===== src/rtl/sync_debounce.sv =====
// sync_debounce
//   Multi-channel synchronizer and debounce filter for asynchronous level
//   inputs. Each channel runs through a STAGES-deep flop chain, then a
//   per-channel counter that only lets q follow the synchronized value once
//   it has differed from q for DEBOUNCE_CYCLES consecutive edges.
//
// Ports
//   clk    clock
//   rst    synchronous, active-high reset
//   d      [WIDTH] asynchronous channel inputs
//   q      [WIDTH] synchronized, debounced levels
//   rise   [WIDTH] one-cycle strobe on a q 0->1 transition
//   fall   [WIDTH] one-cycle strobe on a q 1->0 transition
//   ready  high once the post-reset flush interval has elapsed; strobes are
//          suppressed while it is low
module sync_debounce #(
  parameter int               WIDTH           = 1,
  parameter int               STAGES          = 2,
  parameter int               DEBOUNCE_CYCLES = 4,
  parameter logic [WIDTH-1:0] RESET_VAL       = '0
) (
  input  logic             clk,
  input  logic             rst,
  input  logic [WIDTH-1:0] d,
  output logic [WIDTH-1:0] q,
  output logic [WIDTH-1:0] rise,
  output logic [WIDTH-1:0] fall,
  output logic             ready
);

  localparam int CW    = $clog2(DEBOUNCE_CYCLES) + 1;
  localparam int FLUSH = STAGES + DEBOUNCE_CYCLES;
  localparam int FW    = $clog2(FLUSH) + 1;

  localparam logic [CW-1:0] CNT_MAX   = CW'(DEBOUNCE_CYCLES - 1);
  localparam logic [FW-1:0] FLUSH_MAX = FW'(FLUSH - 1);

  if (STAGES < 2) begin : g_bad_stages
    $error("sync_debounce: STAGES must be at least 2");
  end
  if (DEBOUNCE_CYCLES < 1) begin : g_bad_debounce
    $error("sync_debounce: DEBOUNCE_CYCLES must be at least 1");
  end

  logic [STAGES-1:0][WIDTH-1:0] sync_q, sync_d;
  logic [WIDTH-1:0]             s;
  logic [WIDTH-1:0]             q_q, q_d;
  logic [WIDTH-1:0][CW-1:0]     cnt_q, cnt_d;
  logic [WIDTH-1:0]             rise_q, rise_d;
  logic [WIDTH-1:0]             fall_q, fall_d;
  logic [FW-1:0]                flush_q, flush_d;
  logic                         ready_q, ready_d;

  assign s = sync_q[STAGES-1];

  // Synchronizer chain: plain shift, no logic between stages.
  always_comb begin
    sync_d    = sync_q;
    sync_d[0] = d;
    for (int k = 1; k < STAGES; k++) begin
      sync_d[k] = sync_q[k-1];
    end
  end

  // Per-channel debounce: q only follows s after CNT_MAX+1 consecutive
  // mismatching edges; any agreement in between restarts the count.
  always_comb begin
    q_d    = q_q;
    cnt_d  = cnt_q;
    rise_d = '0;
    fall_d = '0;
    for (int i = 0; i < WIDTH; i++) begin
      if (s[i] == q_q[i]) begin
        cnt_d[i] = '0;
      end else if (cnt_q[i] == CNT_MAX) begin
        q_d[i]   = s[i];
        cnt_d[i] = '0;
        // Strobes are gated by the current ready so a change landing on the
        // same edge that ready rises is still treated as flush activity.
        if (ready_q) begin
          rise_d[i] = s[i];
          fall_d[i] = ~s[i];
        end else begin
          rise_d[i] = 1'b0;
          fall_d[i] = 1'b0;
        end
      end else begin
        cnt_d[i] = cnt_q[i] + CW'(1);
      end
    end
  end

  // Flush counter: ready goes high on the FLUSH-th edge after reset release
  // and then sticks; the counter freezes once ready is set.
  always_comb begin
    flush_d = flush_q;
    ready_d = ready_q;
    if (ready_q) begin
      ready_d = 1'b1;
    end else if (flush_q == FLUSH_MAX) begin
      ready_d = 1'b1;
    end else begin
      flush_d = flush_q + FW'(1);
    end
  end

  // State registers; reset overrides everything, including a partial count.
  always_ff @(posedge clk) begin
    if (rst) begin
      sync_q  <= {STAGES{RESET_VAL}};
      q_q     <= RESET_VAL;
      cnt_q   <= '0;
      rise_q  <= '0;
      fall_q  <= '0;
      flush_q <= '0;
      ready_q <= 1'b0;
    end else begin
      sync_q  <= sync_d;
      q_q     <= q_d;
      cnt_q   <= cnt_d;
      rise_q  <= rise_d;
      fall_q  <= fall_d;
      flush_q <= flush_d;
      ready_q <= ready_d;
    end
  end

  assign q     = q_q;
  assign rise  = rise_q;
  assign fall  = fall_q;
  assign ready = ready_q;

endmodule


===== config.mk =====
export PLATFORM = sky130hd
export DESIGN_NAME = sync_debounce
export DESIGN_NICKNAME = d
export VERILOG_FILES = /design/src/rtl/sync_debounce.sv
export SDC_FILE = /design/constraint.sdc
export NUM_CORES = 1
export LEC_CHECK = 0
export CAP_MARGIN = 0
export CORE_AREA = 2 2 39 41
export CTS_BUF_LIST = sky130_fd_sc_hd__clkbuf_8
export DETAILED_ROUTE_END_ITERATION = 8
export DIE_AREA = 0 0 41 43
export HOLD_SLACK_MARGIN = 0.08
export PLACE_DENSITY = 0.68
export SETUP_SLACK_MARGIN = 0.5
export SLEW_MARGIN = 20
export SYNTH_ARGS = -nofsm -noshare
export SYNTH_HDL_FRONTEND = slang
export SYNTH_SLANG_ARGS = --single-unit

===== constraint.sdc =====
create_clock -name clk -period 2 [get_ports clk]
set_input_delay 0.2 -clock clk [delete_from_list [all_inputs] [get_ports clk]]
set_output_delay 0.2 -clock clk [all_outputs]
set_load 0.01 [all_outputs]

==> impl_results.md, run 1 <==
* Synthesized area at 501.7 sq um
* Total gr overflow at 0
* Fin crit share at 0.7345
* Worst hold start: sync_d[1]
* Core area at 0.001384 sq mm
* Final setup fails at 0
* Ports at 7
* Total Wirelength at 721 um
* Die Height at around 43 um
* Fin cells at 75
* Most frequent cell after synthesis: dfxtp_1
* Critical Path End Type: output port
* Vias/cell at 4.773
* Number of synthesized flops with an enable pin at 0
* Number of global-route vias before repair at 289
* Main combinational cell family by area after synthesis: simple AND/OR/NAND/NOR gates
* Final hold violations at 0
* Synth area leaders: dfxtp_1 (52%), ha_1 (10%), nor2_1 (6.0%)
* Sw frac at 0.2115
* RR Endpoint: flush_q[1]
* Setup TNS at 0 ns
* Slew headroom at 0.7835
* Worst-skew pair later-pin latency at 0.24 ns
* Placer's final routability congestion estimate at approximately 0.66
* VDD IR max at 0.0005471 V
* Routed via count at approximately 360
* Crit path launch type: flip-flop
* Max Fclk at 680.8 MHz
* DRT Pass-1 Iters at 2
* Max Clock Skew at 0.003264 ns
* Seq pwr share at 0.518
* Required time worst endpoint at between 1.5 and 2 ns
* Initial antenna violation count at 0
* Origin of the critical flop-to-flop path: flush_q[1]
* P_leak at about 0.00025 uW
* Synth Area in XOR/XNOR at 0.01746
* Cell Rows at 14
* R2r setup slk at 0.63 ns
* RSZ-0062 raised after global routing: no
* Total global-route track usage at 0.1122
* Status: completed
* Nets at 67
* Synth warn at 0
* Asr flop ratio synth at 0
* Antenna Cells at 0
* Synth Area in Simple Gates at 0.2344
* Die area at 0.001763 sq mm
* Synth Area in Compound Gates at 0.05736
* DR DRC count at 0
* Largest net degree at the start of global routing at 12
* Ys flop type: dfxtp_1
* Syn nets at 57
* Clock buffer count from CTS at 3
* Post-synthesis mux area share at 0.04239
* Cell Pwr Density at 864.6 mW/mm^2
* Synth unique cells at 20
* Seq. cell area at between 200 and 300 sq um
* Buf/Inv on CP at 1
* CP Class: flip-flop to output port
* WHS Path Cells at 1
* Crit path max fanout at 7
* Syn Area/Cell at 10.03 sq um
* Cells after DPL at approximately 70
* Synth Area in Adders at 0.09975
* Port buffer count at 6
* Top-area cell type share of the netlist area at 0.5187
* Fill count at 133
* Hold endpoint: s
* Width of the die at 41 um
* Worst Reg-to-Reg Cells at 5
* Max-slew violations at 0
* Clock share of power at 0.413
* Worst path max stage delay at 0.58 ns
* Antenna-violating nets left at 0
* Area Overhead vs Synth at 24.69%
* Slowest cell on the critical path: clkdlybuf4s50_1
* Pint at approximately 430 uW
* Largest area contributor in the netlist: dfxtp_1
* Combinational fraction of design power at 0.068
* Psw at 114.4 uW
* Layout cells sized above 1 at 0.08475
* Wire length per cell at 9.613 um
* Clock Tree Buf Depth at 2
* H-tree levels at 1
* Seq/Total Area, Yosys at 0.5187
* #FFs+latches synth at 13
* Post-CTS setup buffers at 0
* Maxcap violations at 0
* Initial Util at 0.3626
* Most frequent cells after synthesis: dfxtp_1 (13), nor2_1 (8), ha_1 (4)
* Root Buffer: clkbuf_8
* CP Cell Sequence: clkdlybuf4s50_1
* Clock-pin slew on the worst setup and hold paths at 0.05 ns
* Clk sinks at 13
* Area of the multi-input gates at 229.0 sq um
* CTS tree: built
* Hold Path Class: flip-flop to flip-flop
* Worst Path Arrival at roughly 1.3 ns
* Worst-margin pin slew at 0.3237 ns
* Detail Placement HPWL at 493 um
* First-pass GRT wire length at 1207 um
* DR iter-0 viols at 7
* Worst path top cell family by delay: buffers and inverters
* Mapped Cells at 50
* Crit path time final at 1.469 ns
-- worst max-delay path by stage --
stage | startpoint | to | slack, ns | cells after the start
final | ready | ready | 0.53 | 1
after global routing | ready | ready | 0.50 | 1
after CTS | ready | ready | 0.55 | 1
after detailed placement | rst | cnt_q[0] | 0.59 | 3
after global placement | rst | cnt_q[2] | 0.60 | 3
after floorplan | flush_q[1] | flush_q[1] | 0.69 | 5
-- placed cells by master (no fill, tap or decap), types with 2 or more instances in the layout --
master	Yosys	final
dfxtp_1	13	13
nor2_1	8	7
clkdlybuf4s50_1	0	6
inv_1	3	4
ha_1	4	4
or3_1	3	3
nor2b_1	3	3
clkbuf_8	0	3
nor3b_1	2	2
a21oi_1	2	2
-- per-stage QoR --
stage / cell area, sq um / utilization / power, uW / hold WS, ns / worst slack (ns)
3_3_place_gp: 578.1 / 0.4177 / 321.1 / 0.4132 / 0.6030
2_1_floorplan: 501.7 / - / 310.9 / 0.3282 / 0.6948
5_1_grt: 625.6 / 0.4521 / 572.5 / 0.4486 / 0.5017
6_report: 625.6 / 0.4521 / 540.9 / 0.4379 / 0.5311
3_5_place_dp: 578.1 / 0.4177 / 322.8 / 0.4281 / 0.5911
4_1_cts: 623.1 / 0.4503 / 551.8 / 0.4391 / 0.5467
-- cells by family (layout without fill, tap and decap cells) --
group                    Yosys count  after routing
flip-flops                        13             13
AO/OA/AOI/OAI                      5              5
adder cells (fa/ha/maj)            4              4
buffers and inverters              4             13
XOR/XNOR                           1              1
multiplexers                       2              2
AND/OR/NAND/NOR                   21             21
-- layer usage --
layer,GRT usage,vias to the layer above,share of wire
li1,-,186,-
met1,0.1349,163,0.48
met2,0.1250,6,0.43
met3,0.09424,3,0.064
met4,0.08000,0,0.031
met5,0,-,0
-- power by group through the flow --
stage | registers, uW | clock network, uW | logic [uW]
after floorplan | 283 | 0 | 27.7
after global placement | 285 | 0 | 36.3
after detailed placement | 285 | 0 | 37.6
after CTS | 280 | 234 | 37.6
after global routing | 281 | 248 | 43.7
final | 280 | 224 | 37.0
-- flip-flops by register name, indices dropped and copies added, names as in the netlist --
signal,cells
rise,1
s,1
flush_q,4
ready,1
cnt_q,3
q,1
fall,1
sync_d,1
-- cell type report --
type / count / area share
clock buffer: 3 / 0.06600
clock inverter: 1 / 0.006000
tap: 16 / 0.03200
timing repair buffer: 6 / 0.09600
inverter: 3 / 0.01800
multi-input combinational: 33 / 0.3660
sequential: 13 / 0.4160
-- timing repair --
action / 4_1_cts / 5_1_grt
hold buffers: 0 / 0
endpoints found under the setup margin: 0 / 1
gates resized for setup: 0 / 1
hold endpoints to repair: 0 / 0
No activity file was read; power rests on OpenSTA's default activity.
==> inputs of run 2 (changes only) <==
clock period = 1.5 ns   (was 2 ns; I/O delays follow)
==> impl_results.md, run 2 (same netlist as run 1, synthesis figures left out) <==
* Status: completed
* Detail Placement HPWL at 559.8 um
* Clock Tree Buf Depth at 2
* Seq. cell area at 272.8 sq um
* Max-slew violations at 0
* DR DRC count at 0
* Cells after DPL at 72
* Final setup fails at 0
* Cell Pwr Density at 955.5 mW/mm^2
* Width of the die at 41 um
* Port buffer count at 6
* Area Overhead vs Synth at 63.09%
* Antenna-violating nets left at 0
* Crit path time final at 1.256 ns
* Clock buffer count from CTS at 3
* Largest registers: flush_q: 4 flops, cnt_q: 3 flops
* Clock-pin slew on the worst setup and hold paths at 0.05 ns
* Setup TNS at 0 ns
* Initial antenna violation count at 0
* Fin crit share at 0.8376
* Most flops, register: flush_q
* Layout cells sized above 1 at 0.5493
* Worst-skew pair later-pin latency at 0.24 ns
* DR iter-0 viols at 1
* Die Height at 43 um
* Final hold violations at 0
* CTS tree: built
* P_leak at around 0.00034 uW
* Routed via count at 404
* Commonest non-fill, non-tap cell in the layout: buf_4
* Total gr overflow at 0
* Wire length per cell at 11.01 um
* Worst-margin pin slew at 0.3763 ns
* Final Total Pwr at 781.8 uW
* Clk sinks at 13
* Ports at 7
* Largest register FFs at 4
* Nets at 79
* Vias/cell at 4.644
* Required time worst endpoint at 1.62 ns
* Total Wirelength at 958 um
* RSZ-0062 raised after global routing: yes
* VDD IR max at 0.0006244 V
* Largest net degree at the start of global routing at 11
* Critical Path End Type: flip-flop
* Fill count at 122
* Initial Util at 0.3626
* Worst Path Arrival at 1.38 ns
* CP Class: flip-flop to flip-flop
* Fin cells at 87
* Number of global-route vias before repair at 398
* Hold Path Class: input pin to flip-flop
* Slew headroom at 0.7487
* Area of the multi-input gates at 314.1 sq um
* Core area at 0.001384 sq mm
* Max Clock Skew at approximately 0.0059 ns
* Cell Rows at 14
* Commonest cells after routing, fill and taps aside: buf_4 (10), dfxtp_1 (7), nor2_1 (5), dfxtp_2 (4)
* DP Worst Slack at 0.1331 ns
* Crit path max fanout at 3
* H-tree levels at 1
* Root Buffer: clkbuf_8
* First-pass GRT wire length at 1607 um
* Setup slack after layout at 0.2436 ns
* Crit path launch type: flip-flop
* Die area at between 0.0015 and 0.002 sq mm
* Antenna Cells at 0
* Max Fclk at 795.9 MHz
* DRT Pass-1 Iters at 2
* Placer's final routability congestion estimate at 0.7670
* Total global-route track usage at 0.1405
* Maxcap violations at 0
## run 2: report_power, final
group	switching, uW	internal (uW)
clock	118	180
sequential	14.6	361
combinational	37.4	70.7
total	170	612
## run 2: metrics by stage
stage | hold WS (ns) | utilization | cell area (sq um)
2_1_floorplan | 0.2782 | - | 553.0
3_3_place_gp | 0.4102 | 0.4602 | 636.9
3_5_place_dp | 0.4186 | 0.4602 | 636.9
4_1_cts | 0.4300 | 0.5506 | 762.0
5_1_grt | 0.3396 | 0.5913 | 818.3
6_report | 0.3156 | 0.5913 | 818.3
## run 2: layer usage
metal / global-route usage / up-vias / part of all wire / wire [um]
li1: - / 210 / - / -
met1: 0.1447 / 183 / 0.39 / 372
met2: 0.2219 / 9 / 0.55 / 524
met3: 0.07853 / 2 / 0.050 / 48
met4: 0.06000 / 0 / 0.013 / 12
met5: 0 / - / 0 / 0
## run 2: final cells by class
| cell class | count | share of cell area |
|---|---|---|
| Multi-Input combinational cell | 33 | 0.3838 |
| Sequential cell | 13 | 0.3333 |
| Timing Repair Buffer | 18 | 0.1896 |
| Clock buffer | 3 | 0.05046 |
| Tap cell | 16 | 0.02446 |
| Inverter | 3 | 0.01376 |
| Clock inverter | 1 | 0.004587 |
## run 2: worst paths after layout
path | cells past startpoint | startpoint | slack [ns] | end
worst min-delay path | 2 | rst | 0.32 | ready
worst max-delay path | 5 | flush_q[1] | 0.24 | flush_q[1]
worst max register to register | 5 | flush_q[1] | 0.24 | flush_q[1]
worst min register to register | 1 | sync_d[1] | 0.44 | s
## run 2: worst max-delay path, stage by stage (launching register included)
cell     delay (ns)
dfxtp_2        0.33
inv_2          0.05
ha_4           0.15
and3b_2        0.22
nor2_4         0.10
mux2_4         0.30
## run 2: timing repair
item / 4_1_cts / 5_1_grt
setup buffers: 8 / 3
pin swaps: 8 / 3
resized for setup: 13 / 14
cloned: 0 / 0
hold buffers: 0 / 0
setup endpoints to repair: 13 / 14
==> inputs of run 3 (changes only) <==
PLACE_DENSITY = 0.7   (was 0.68)
clock period = 1.15 ns   (was 1.5 ns; I/O delays follow)
==> impl_results.md, run 3 (same netlist as run 1, synthesis figures left out) <==
* Status: finished, violations left
* Failing checks: setup timing
* Worst hold start: rst
* Worst Reg-to-Reg Cells at 5
* Clock Tree Buf Depth at 2
* Fin crit share at 1.124
* VDD IR max at 0.0007196 V
* DR DRC count at 0
* Nets at 81
* Commonest cells after routing, fill and taps aside: buf_4 (9), buf_6 (8), dfxtp_1 (6)
* Origin of the critical flop-to-flop path: flush_q[1]
* CP Class: flip-flop to flip-flop
* Commonest non-fill, non-tap cell in the layout: buf_4
* Layout cells sized above 1 at 0.6301
* Pint at 806.6 uW
* Hold endpoint: cnt_q[0]
* Clock-pin slew on the worst setup and hold paths at 0.05 ns
* Antenna-violating nets left at 0
* Maxcap violations at 0
* Fill count at about 110
* Psw at 227.9 uW
* Largest net degree at the start of global routing at 8
* Routed via count at roughly 420
* Slew headroom at 0.8588
* Core area at 0.001384 sq mm
* Final hold violations at 0
* Grt met2 use at 0.2375
* Sw frac at 0.2203
* Vias/cell at 4.742
* Crit path time final at between 1 and 1.5 ns
* Area Overhead vs Synth at 71.82%
* Max-slew violations at 0
* Root Buffer: clkbuf_8
* Worst Path Arrival at approximately 1.5 ns
* Port buffer count at 6
* Crit path max fanout at 3
* Largest registers: flush_q: 4 flops, cnt_q: 3 flops
* Clk sinks at 13
* Ports at 7
* Seq pwr share at 0.470
* WHS Path Cells at 3
* Worst-skew pair later-pin latency at 0.24 ns
* Met1 usage at 0.1617
* Final setup fails at 6
* Placer's final routability congestion estimate at 0.6930
* Initial Util at 0.3626
* Top Usage Layer GRT: met2
* Max Fclk at between 700 and 800 MHz
* Combinational fraction of design power at 0.165
* Clock share of power at 0.364
* Die area at 0.001763 sq mm
* Max Clock Skew at 0.007932 ns
* DRT Pass-1 Iters at 4
* First-pass GRT wire length at between 1500 and 2000 um
* Total global-route track usage at 0.1478
* R2r setup slk at -0.14 ns
* Detail Placement HPWL at around 670 um
* Hold Path Class: input pin to flip-flop
* P_leak at roughly 0.00035 uW
* DR iter-0 viols at 4
* Wire length per cell at 12.15 um
* Hold_buf cts at 0
* Total Wirelength at 1081 um
* Required time worst endpoint at between 1 and 1.5 ns
* Crit path launch type: flip-flop
* Die Height at roughly 43 um
* Antenna Cells at 0
* Worst-margin pin slew at 0.2095 ns
* Total gr overflow at 0
* Largest register FFs at 4
* Cell Rows at 14
* Width of the die at 41 um
* RR Endpoint: flush_q[0]
* RSZ-0062 raised after global routing: yes
* Initial antenna violation count at 0
* Number of global-route vias before repair at 440
* Final Total Pwr at ~1000 uW
* Most flops, register: flush_q
* Critical Path End Type: flip-flop
* CTS tree: built
* Clock buffer count from CTS at 3
* H-tree levels at 1
* Setup slack after layout at -0.1431 ns
* Cell Pwr Density at 1200 mW/mm^2
* Setup TNS at -0.4110 ns
* Met3 usage at 0.04712
[run 3: worst max-delay path, cell delays in order, from the launching register on]
cell and delay (ns):
dfxtp_2 0.33, inv_2 0.05, ha_4 0.15, and3b_2 0.22, or3_1 0.34, a21oi_2 0.13
[run 3: stage by stage]
stage	area, sq um	hold slack (ns)	util	worst slack [ns]	instances
after CTS	825.8	0.2943	0.5967	-0.1083	88
after global placement	691.9	0.4079	0.5000	-0.1177	79
after global routing	862.1	0.1983	0.6230	-0.1828	89
after floorplan	555.5	0.2432	-	-0.1132	50
after detailed placement	691.9	0.4238	0.5000	-0.1541	79
final	862.1	0.1862	0.6230	-0.1431	89
[run 3: layout make-up]
cell class	count	area, sq um	share of cell area
inverters	3	11.26	0.01306
flip-flops and latches	13	276.5	0.3208
repair buffers	20	177.7	0.2061
clock inverters	1	3.754	0.004354
multi-input cells	33	331.6	0.3846
well taps	16	20.02	0.02322
clock buffers	3	41.29	0.04790
[run 3: timing repair]
| action | 4_1_cts | 5_1_grt |
|---|---|---|
| endpoints found under the setup margin | 17 | 17 |
| resized for setup | 36 | 10 |
| cloned | 0 | 0 |
| pin swaps | 5 | 5 |
| buffers inserted | 5 | 1 |
[run 3: metal layers]
metal  wire (um)  part of all wire
met3          31             0.029
met4          21             0.019
met5           0                 0
met2         587              0.54
met1         441              0.41
[run 3: power by group through the flow]
stage / Clock (uW) / Combinational [uW] / Sequential (uW)
CTS: 390 / 149 / 486
global placement: 0 / 106 / 495
global route: 409 / 186 / 488
finish: 377 / 171 / 486
detailed placement: 0 / 111 / 497
floorplan: 0 / 56.4 / 497
[run 3: worst max-delay path by stage]
| stage | from | depth (start not counted) | endpoint | slack, ns |
|---|---|---|---|---|
| detailed placement | flush_q[1] | 5 | flush_q[1] | -0.15 |
| finish | flush_q[1] | 5 | flush_q[0] | -0.14 |
| floorplan | flush_q[1] | 5 | flush_q[1] | -0.11 |
| global placement | flush_q[1] | 5 | flush_q[1] | -0.12 |
| CTS | flush_q[1] | 5 | flush_q[0] | -0.11 |
| global route | flush_q[1] | 5 | flush_q[0] | -0.18 |
